==> config.mk <==
export PLATFORM = sky130hd
export DESIGN_NAME = calc_entry
export DESIGN_NICKNAME = d
export VERILOG_FILES = /design/src/rtl/calc_pkg.sv /design/src/rtl/calc_bcd_shift.sv /design/src/rtl/calc_entry.sv
export SDC_FILE = /design/constraint.sdc
export NUM_CORES = 1
export LEC_CHECK = 0
export BUFFER_PORTS_ARGS = -buffer_cell sky130_fd_sc_hd__buf_4
export CAP_MARGIN = 20
export CORE_MARGIN = 1.5
export CORE_UTILIZATION = 49
export CTS_CLUSTER_SIZE = 20
export DETAILED_ROUTE_END_ITERATION = 10
export HOLD_SLACK_MARGIN = 0.02
export PLACE_DENSITY = 0.77
export SYNTH_ARGS = -nofsm -noshare
export SYNTH_HDL_FRONTEND = slang
export SYNTH_HIERARCHICAL = 1
export SYNTH_SLANG_ARGS = --single-unit
==> constraint.sdc <==
create_clock -name clk -period 4.4 [get_ports clk]
set_input_delay 0.88 -clock clk [delete_from_list [all_inputs] [get_ports clk]]
set_output_delay 0.88 -clock clk [all_outputs]
set_load 0.02 [all_outputs]
==> src/rtl/calc_pkg.sv <==
// Shared key codes, operator encoding and entry-state enum for the calculator datapath.
package calc_pkg;

  localparam int unsigned KEY_W   = 5;
  localparam int unsigned BCD_W   = 4;

  localparam logic [KEY_W-1:0] KEY_ADD  = 5'd10;
  localparam logic [KEY_W-1:0] KEY_SUB  = 5'd11;
  localparam logic [KEY_W-1:0] KEY_MUL  = 5'd12;
  localparam logic [KEY_W-1:0] KEY_DIV  = 5'd13;
  localparam logic [KEY_W-1:0] KEY_EQ   = 5'd14;
  localparam logic [KEY_W-1:0] KEY_CLR  = 5'd15;
  localparam logic [KEY_W-1:0] KEY_NONE = 5'd17;

  typedef enum logic [1:0] {
    OP_ADD = 2'd0,
    OP_SUB = 2'd1,
    OP_MUL = 2'd2,
    OP_DIV = 2'd3
  } op_e;

  typedef enum logic [2:0] {
    S_A    = 3'd0,
    S_OP   = 3'd1,
    S_B    = 3'd2,
    S_REQ  = 3'd3,
    S_DONE = 3'd4
  } state_e;

  // Operator keys 10..13 map directly onto the op encoding.
  function automatic op_e key_to_op(input logic [KEY_W-1:0] k);
    return op_e'(2'(k - KEY_ADD));
  endfunction

endpackage

==> src/rtl/calc_bcd_shift.sv <==
// BCD digit-insert register with digit count, leading-zero suppression, clear and parallel load.
module calc_bcd_shift
  import calc_pkg::*;
#(
  parameter int unsigned DIGITS = 4
) (
  input  logic                    clk,
  input  logic                    rst_n,
  input  logic                    clr_i,
  input  logic                    load_i,
  input  logic [BCD_W*DIGITS-1:0] load_val_i,
  input  logic                    dig_vld_i,
  input  logic [BCD_W-1:0]        dig_i,
  output logic [BCD_W*DIGITS-1:0] val_o,
  output logic [BCD_W*DIGITS-1:0] val_d_c
);

  localparam int unsigned W     = BCD_W * DIGITS;
  localparam int unsigned CNT_W = $clog2(DIGITS + 1);

  logic [W-1:0]     val_q, val_d, base_val;
  logic [CNT_W-1:0] cnt_q, cnt_d, base_cnt;

  // Clear acts first so a clear and a digit in the same cycle start a fresh operand.
  always_comb begin
    base_val = clr_i ? '0 : val_q;
    base_cnt = clr_i ? '0 : cnt_q;
    val_d    = base_val;
    cnt_d    = base_cnt;
    if (load_i) begin
      val_d = load_val_i;
      cnt_d = CNT_W'(DIGITS);
    end else if (dig_vld_i && (base_cnt < CNT_W'(DIGITS)) &&
                 !((base_cnt == '0) && (dig_i == '0))) begin
      val_d = W'({base_val, dig_i});
      cnt_d = base_cnt + CNT_W'(1);
    end
  end

  always_ff @(posedge clk) begin
    if (!rst_n) begin
      val_q <= '0;
      cnt_q <= '0;
    end else begin
      val_q <= val_d;
      cnt_q <= cnt_d;
    end
  end

  assign val_o   = val_q;
  assign val_d_c = val_d;

endmodule

==> src/rtl/calc_entry.sv <==
// Keypad entry stage: key-event detect, operand/operator assembly and req/ack hand-off to the ALU.
module calc_entry
  import calc_pkg::*;
#(
  parameter int unsigned DIGITS = 4
) (
  input  logic                    clk,
  input  logic                    rst_n,
  input  logic [KEY_W-1:0]        key_code_i,
  input  logic                    ack_i,
  input  logic [BCD_W*DIGITS-1:0] result_bcd_i,
  input  logic                    result_err_i,
  output logic [BCD_W*DIGITS-1:0] operand_a_o,
  output logic [BCD_W*DIGITS-1:0] operand_b_o,
  output logic [1:0]              op_o,
  output logic                    req_o,
  output logic [BCD_W*DIGITS-1:0] disp_bcd_o,
  output logic                    disp_err_o
);

  localparam int unsigned W = BCD_W * DIGITS;

  state_e           state_q, state_d;
  op_e              op_q, op_d;
  logic [KEY_W-1:0] prev_q, key_n;
  logic [W-1:0]     res_q, res_d, disp_q, disp_d;
  logic             err_q, err_d, req_q, req_d;
  logic             ev, is_dig, is_op, is_eq, is_clr;
  logic             a_clr, a_load, a_dig, b_clr, b_dig;
  logic [W-1:0]     a_d, b_d;

  // Out-of-range codes behave as "no key".
  assign key_n  = (key_code_i <= KEY_CLR) ? key_code_i : KEY_NONE;
  assign ev     = (key_n != KEY_NONE) && (key_n != prev_q);
  assign is_dig = ev && (key_n < KEY_ADD);
  assign is_op  = ev && (key_n >= KEY_ADD) && (key_n <= KEY_DIV);
  assign is_eq  = ev && (key_n == KEY_EQ);
  assign is_clr = ev && (key_n == KEY_CLR);

  always_comb begin
    state_d = state_q;
    op_d    = op_q;
    res_d   = res_q;
    err_d   = err_q;
    a_clr   = 1'b0;
    a_load  = 1'b0;
    a_dig   = 1'b0;
    b_clr   = 1'b0;
    b_dig   = 1'b0;
    if (is_clr) begin
      a_clr   = 1'b1;
      b_clr   = 1'b1;
      res_d   = '0;
      err_d   = 1'b0;
      op_d    = OP_ADD;
      state_d = S_A;
    end else begin
      case (state_q)
        S_A: begin
          if (is_dig) a_dig = 1'b1;
          else if (is_op) begin
            op_d    = key_to_op(key_n);
            state_d = S_OP;
          end
        end
        S_OP: begin
          if (is_op) op_d = key_to_op(key_n);
          else if (is_dig) begin
            b_clr   = 1'b1;
            b_dig   = 1'b1;
            state_d = S_B;
          end
        end
        S_B: begin
          if (is_dig) b_dig = 1'b1;
          else if (is_eq) state_d = S_REQ;
        end
        S_REQ: begin
          if (ack_i) begin
            res_d   = result_bcd_i;
            err_d   = result_err_i;
            state_d = S_DONE;
          end
        end
        S_DONE: begin
          if (is_dig) begin
            a_clr   = 1'b1;
            a_dig   = 1'b1;
            err_d   = 1'b0;
            state_d = S_A;
          end else if (is_op && !err_q) begin
            a_load  = 1'b1;
            op_d    = key_to_op(key_n);
            state_d = S_OP;
          end
        end
        default: state_d = S_A;
      endcase
    end
  end

  // Registered outputs are derived from next-state values so they move on the same edge.
  always_comb begin
    req_d = (state_d == S_REQ);
    case (state_d)
      S_B, S_REQ: disp_d = b_d;
      S_DONE:     disp_d = res_d;
      default:    disp_d = a_d;
    endcase
  end

  always_ff @(posedge clk) begin
    if (!rst_n) begin
      state_q <= S_A;
      prev_q  <= KEY_NONE;
      op_q    <= OP_ADD;
      res_q   <= '0;
      err_q   <= 1'b0;
      req_q   <= 1'b0;
      disp_q  <= '0;
    end else begin
      state_q <= state_d;
      prev_q  <= key_n;
      op_q    <= op_d;
      res_q   <= res_d;
      err_q   <= err_d;
      req_q   <= req_d;
      disp_q  <= disp_d;
    end
  end

  calc_bcd_shift #(.DIGITS(DIGITS)) u_a (
    .clk        (clk),
    .rst_n      (rst_n),
    .clr_i      (a_clr),
    .load_i     (a_load),
    .load_val_i (res_q),
    .dig_vld_i  (a_dig),
    .dig_i      (key_n[BCD_W-1:0]),
    .val_o      (operand_a_o),
    .val_d_c    (a_d)
  );

  calc_bcd_shift #(.DIGITS(DIGITS)) u_b (
    .clk        (clk),
    .rst_n      (rst_n),
    .clr_i      (b_clr),
    .load_i     (1'b0),
    .load_val_i ('0),
    .dig_vld_i  (b_dig),
    .dig_i      (key_n[BCD_W-1:0]),
    .val_o      (operand_b_o),
    .val_d_c    (b_d)
  );

  assign op_o       = op_q;
  assign req_o      = req_q;
  assign disp_bcd_o = disp_q;
  assign disp_err_o = err_q;

endmodule

==> impl_metrics.yaml, run 1 <==
status:
  status: "finished clean"
grt:
  grt_start_max_net_pins: 25
  grt_util_all_layers: 0.2621
  grt_antenna_before_repair: 0
  grt_pass1_wl_um: 18250
  grt_pass1_vias: 3632
  grt_remaining_overflow: 0
timing:
  holdWs_ns: 0.5108
  min_period_ns: 3.888
  finalSetupViolations: 0
  finalClockSkew_ns: 0.01446
  worst_slack_ns: 0.5116
  setup-tns-final_ns: 0
  max_freq_ghz: 0.2572
  slew_headroom: 0.3913
  tightest_slew_ns: 0.9108
  rsz0062_at_grt: "no"
  maxSlewViolCount: 0
  timing_hold_violations_final: 0
  finalCritPeriodShare: 0.8837
die:
  fp.dieW_um: 94.66
  num_io_pins: 77
  die-area_um2: 8960
  start_util: 0.5035
  placementRows: 33
  core_um2: 8175
  die_y_um: 94.66
route:
  drc: 0
  via_per_inst: 5.815
  wl_um: 11500
  final_antenna_net_count: 0
  wl_per_cell_um: 17.02
  num_vias: 3931
  first_iter_violations: 253
  first_pass_iters: 5
cells_and_area:
  final_net_count: 595
  fin_util: 0.6048
  nFillCells: 729
  design_area_um2: 4945
  syn2layout_area_growth_pct: 20.12
  antenna_cells: 0
  finalNonFillerCells: 676
  final_cell_mix: "buf_4, dfxtp_1, nand3_1"
  layout_commonest_cell: "buf_4"
  drive_gt1_frac: 0.2207
setup_path:
  cp_common_cell: "a21oi_1"
  crit_fanout: 17
  crit_start: "key_code_i[2]"
  required_ns: 4.64
  start_kind: "input pin"
  r2r_start: "state_q[0]"
  path_class: "in -> reg"
  worstPathCellList: "buf_4 -> o21ai_0 -> nand2_1 -> or4_1 -> a21oi_1 -> nand2b_1 -> ha_1 -> or4b_4 -> o211ai_4 -> nand3b_1 -> a21oi_1 -> nand3_1 -> o221ai_1"
  rr_worst_depth: 11
  end_kind: "register"
  critPathArrivalTime_ns: 4.13
  slowest_delay_ns: 0.50
  timing.rr.end: "disp_bcd_o[0]"
  critical_path.endpoint: "disp_bcd_o[0]"
  cp_slowest_cell: "or4b_4"
  r2r_setup_slack_ns: 0.88
clock_network:
  clk_pin_slew_ns: 0.10
  cts_tree: "yes"
  cts_resized: 0
  cts_buffers: 9
  holdBufCountCts: 0
  insertion_delay_ns: 0.37
  clockBufferDepth: 2
  cts-root-buf: "clkbuf_8"
  htreeDepth: 3
  clock_sinks: 82
  post_cts_buffers: 0
synthesis:
  ys_warn_count: 6
  synth_edf_count: 0
  ys_ff_latch: 82
  synth.distinct_cells: 53
  syn_avg_cell_area_um2: 8.488
  ys_seq_area_frac: 0.3988
  synthArstFlopShare: 0
  synth.cell_area_um2: 4116
  synthFlopType: "dfxtp_1"
  syn_inst: 485
placement:
  portBuffers: 76
  dp.cells: 660
  placed_area_um2: 4766
  pre_cts_slack_ns: 0.2211
  place.gp.congestion: 0.9545
  dp_hpwl_um: 8089
pwr:
  design_power_total_mw: 1.503
  p_per_area_nw_per_um2: 304.0
  ir_worst_vdd_uv: 190.8
  p_leak_nw: 2.000
flow_run:
  cap_violations: 0
worst_hold_path:
  hp-class: "reg -> reg"
## routing by layer
metal	GRT usage	up-vias	routed length [µm]
met3	0.03623	21	753
met5	0	-	0
li1	-	1901	-
met1	0.3606	1830	5136
met2	0.4101	179	5381
met4	0.1095	0	232
## synth_stat cells (2+ instances only)
cell type | n | area [µm²]
o31ai_1 | 2 | 15.01
nor2_1 | 38 | 142.6
dfxtp_1 | 82 | 1642
or4b_4 | 2 | 27.53
xnor2_1 | 5 | 43.79
nand2b_1 | 7 | 43.79
or2_1 | 2 | 12.51
or3_1 | 2 | 12.51
nor3_1 | 3 | 15.01
a21oi_1 | 12 | 60.06
a31oi_1 | 28 | 175.2
a211oi_1 | 4 | 30.03
nand3_1 | 75 | 375.4
nand2_1 | 38 | 142.6
inv_1 | 34 | 127.6
o221ai_1 | 6 | 52.55
clkbuf_1 | 15 | 56.30
nand4_1 | 22 | 137.6
a22oi_1 | 2 | 15.01
and2_1 | 11 | 68.82
a311o_1 | 2 | 20.02
nor4_1 | 2 | 12.51
a221o_2 | 3 | 33.78
or2_2 | 2 | 12.51
o21ai_0 | 2 | 10.01
o221ai_2 | 10 | 150.1
o211ai_4 | 2 | 42.54
a2bb2oi_2 | 2 | 30.03
and4_1 | 3 | 26.28
nand3b_1 | 3 | 22.52
ha_1 | 4 | 50.05
and3_1 | 4 | 25.02
mux2i_1 | 17 | 170.2
nor2b_1 | 8 | 50.05
buf_2 | 6 | 30.03
buf_6 | 8 | 90.09
## report_power, final
group	internal, mW	switching [mW]	leakage [nW]
clock network	0.212	0.297	0.0810
logic	0.0847	0.131	1.25
registers	0.763	0.0156	0.667
total	1.06	0.444	2.00
## worst max-delay path, delay by kind of cell
kind	cells	cell delay [ns]
simple gates	6	1.58
compound gates	5	1.36
fa+ha+maj	1	0.18
buf+inv	1	0.13
## area by class of cell
class	count	area [µm²]	area share
sequential	82	1642	0.3320
clock buffer	10	127.6	0.02581
multi-input combinational	353	2220	0.4489
inverter	34	127.6	0.02581
timing repair buffer	86	645.6	0.1306
tap	105	131.4	0.02657
clock inverter	6	51.30	0.01037
## cells by family after synthesis
group | Yosys count | share of synthesized area
AOI/OAI and AO/OA | 84 | 0.1766
xor gates and xnor gates | 5 | 0.01064
adders and majority gates | 4 | 0.01216
buffers and inverters | 66 | 0.07781
DFF | 82 | 0.3988
muxes | 17 | 0.04134
other | 1 | 0.0009110
and+or+nand+nor | 226 | 0.2818
## registers in the layout, indices dropped and copies added, names as in the netlist
signal      cells
u_a/cnt_q       3
res_q          16
u_a/val_o      16
u_b/val_o      16
disp_bcd_o     16
u_b/cnt_q       3
req_o           1
prev_q          5
disp_err_o      1
state_q         3
op_o            2
## how the worst min path moves through the flow
stage,startpoint,endpoint,slack (ns),depth (start not counted)
5_1_grt,res_q[14],u_a/val_o[14],0.54,2
3_3_place_gp,op_o[0],op_o[0],0.48,2
2_1_floorplan,res_q[14],u_a/val_o[14],0.47,2
4_1_cts,res_q[14],u_a/val_o[14],0.51,2
6_report,res_q[14],u_a/val_o[14],0.51,2
3_5_place_dp,res_q[14],u_a/val_o[14],0.50,2
(Power assumes the default switching activity.)
==> run 2: changes to the inputs <==
CELL_PAD_IN_SITES_DETAIL_PLACEMENT = 0   (was unset)
CELL_PAD_IN_SITES_GLOBAL_PLACEMENT = 1   (was unset)
CORE_UTILIZATION = 41   (was 49)
PLACE_DENSITY = unset   (was 0.77)
PLACE_DENSITY_LB_ADDON = 0.3   (was unset)
==> run 2 against run 1 <==
Compared with the run above:
- register-to-register slack better by 0.09 ns
- clock skew decreased by 0.0025 ns
- combinational power about the same
- final cell count grew 4.4%
- non-clock buffer count rose by 2
- wire length fell by 0.22%
- flip-flop and latch count unchanged
- via count shrank 2.8%
- worst hold slack worse by 0.0044 ns
- die area increased by 19%
- maximum frequency up 3.2%
==> impl_metrics.yaml, run 2 (same netlist as run 1, synthesis figures left out) <==
status:
  status: "finished clean"
pwr:
  design_power_total_mw: 1.574
  p_leak_nw: 2.033
  p_per_area_nw_per_um2: 312.7
  ir_worst_vdd_uv: 157.1
timing:
  slew_headroom: 0.4376
  finalCritPeriodShare: 0.8567
  tightest_slew_ns: 0.8416
  finalSetupViolations: 0
  holdWs_ns: 0.5064
  timing_hold_violations_final: 0
  setup-tns-final_ns: 0
  worst_slack_ns: 0.6304
  min_period_ns: 3.770
  rsz0062_at_grt: "no"
  max_freq_ghz: 0.2653
  maxSlewViolCount: 0
  finalClockSkew_ns: 0.01197
setup_path:
  cp_slowest_cell: "or4b_4"
  r2r_start: "state_q[0]"
  rr_worst_depth: 11
  start_kind: "input pin"
  end_kind: "register"
  crit_fanout: 14
  timing.rr.end: "disp_bcd_o[5]"
  required_ns: 4.59
  worstPathCellList: "buf_4 -> o21ai_0 -> nand2_1 -> or4_1 -> a21oi_1 -> nand2b_1 -> ha_1 -> or4b_4 -> or2_1 -> nand4_1 -> nand3_1 -> nand3_1 -> o221ai_1"
  cp_common_cell: "nand3_1"
  critPathArrivalTime_ns: 3.96
  slowest_delay_ns: 0.48
  r2r_setup_slack_ns: 0.97
  path_class: "in -> reg"
cells_and_area:
  drive_gt1_frac: 0.2251
  final_net_count: 597
  antenna_cells: 0
  finalNonFillerCells: 706
  final_cell_mix: "buf_4, dfxtp_1, nand3_1"
  layout_commonest_cell: "buf_4"
  fin_util: 0.5151
  design_area_um2: 5035
  syn2layout_area_growth_pct: 22.31
route:
  via_per_inst: 5.409
  drc: 0
  first_pass_iters: 4
  num_vias: 3819
  wl_per_cell_um: 16.26
  wl_um: 11480
  first_iter_violations: 238
  final_antenna_net_count: 0
grt:
  grt_pass1_vias: 3506
  grt_remaining_overflow: 0
  grt_pass1_wl_um: 18210
  grt_antenna_before_repair: 0
  grt_start_max_net_pins: 25
  grt_util_all_layers: 0.2229
placement:
  dp.cells: 690
  dp_hpwl_um: 8315
  portBuffers: 76
  place.gp.congestion: 0.8585
  placed_area_um2: 4828
  pre_cts_slack_ns: 0.2884
clock_network:
  cts-root-buf: "clkbuf_8"
  clockBufferDepth: 2
  cts_tree: "yes"
  cts_buffers: 9
  holdBufCountCts: 0
  insertion_delay_ns: 0.35
  post_cts_buffers: 0
  clock_sinks: 82
  htreeDepth: 3
  clk_pin_slew_ns: 0.09
  cts_resized: 0
worst_hold_path:
  min_to: "op_o[1]"
  hold_depth: 2
  hp-class: "reg -> reg"
  hp-start: "op_o[1]"
die:
  num_io_pins: 77
  die-area_um2: 10650
  core_um2: 9774
  die_y_um: 103.2
  fp.dieW_um: 103.2
  placementRows: 36
  start_util: 0.4211
flow_run:
  cap_violations: 0
[run 2: cell count changes in the layout (fill, tap and decap cells not counted), sizes merged]
cell and change:
buf +2, clkinvlp -1, bufinv +1, inv +1, clkbuf -1
[run 2: layer usage]
| layer | up-vias | wire length [µm] | track usage |
|---|---|---|---|
| li1 | 1908 | - | - |
| met1 | 1768 | 5696 | 0.3414 |
| met2 | 126 | 5037 | 0.3178 |
| met3 | 17 | 538 | 0.03159 |
| met4 | 0 | 206 | 0.07692 |
| met5 | - | 0 | 0 |
[run 2: worst max-delay path by stage]
stage / end / start / cells after the start
floorplan: disp_bcd_o[10] / key_code_i[2] / 14
global placement: disp_bcd_o[5] / key_code_i[2] / 13
detailed placement: disp_bcd_o[5] / key_code_i[2] / 13
CTS: disp_bcd_o[5] / key_code_i[2] / 13
global route: disp_bcd_o[5] / key_code_i[2] / 13
finish: disp_bcd_o[5] / key_code_i[2] / 13
[run 2: final cells by class]
type | instances | area [µm²]
Fill cell | 943 | 4740
Multi-Input combinational cell | 353 | 2220
Sequential cell | 82 | 1642
Timing Repair Buffer | 88 | 673.1
Tap cell | 133 | 166.4
Inverter | 34 | 127.6
Clock buffer | 9 | 123.9
Clock inverter | 7 | 82.58
[run 2: critical path: cells and delay by family]
family | cells | cell delay (ns)
AND/OR/NAND/NOR | 8 | 2.10
buffers and inverters | 1 | 0.13
adder cells (fa/ha/maj) | 1 | 0.15
AO/OA/AOI/OAI | 3 | 0.67
[run 2: power by group]
group	internal, mW	total [mW]	switching, mW	leakage (nW)
Combinational	0.0858	0.217	0.131	1.27
Clock	0.271	0.579	0.308	0.0984
Sequential	0.763	0.778	0.0152	0.667
Total	1.12	1.57	0.454	2.03
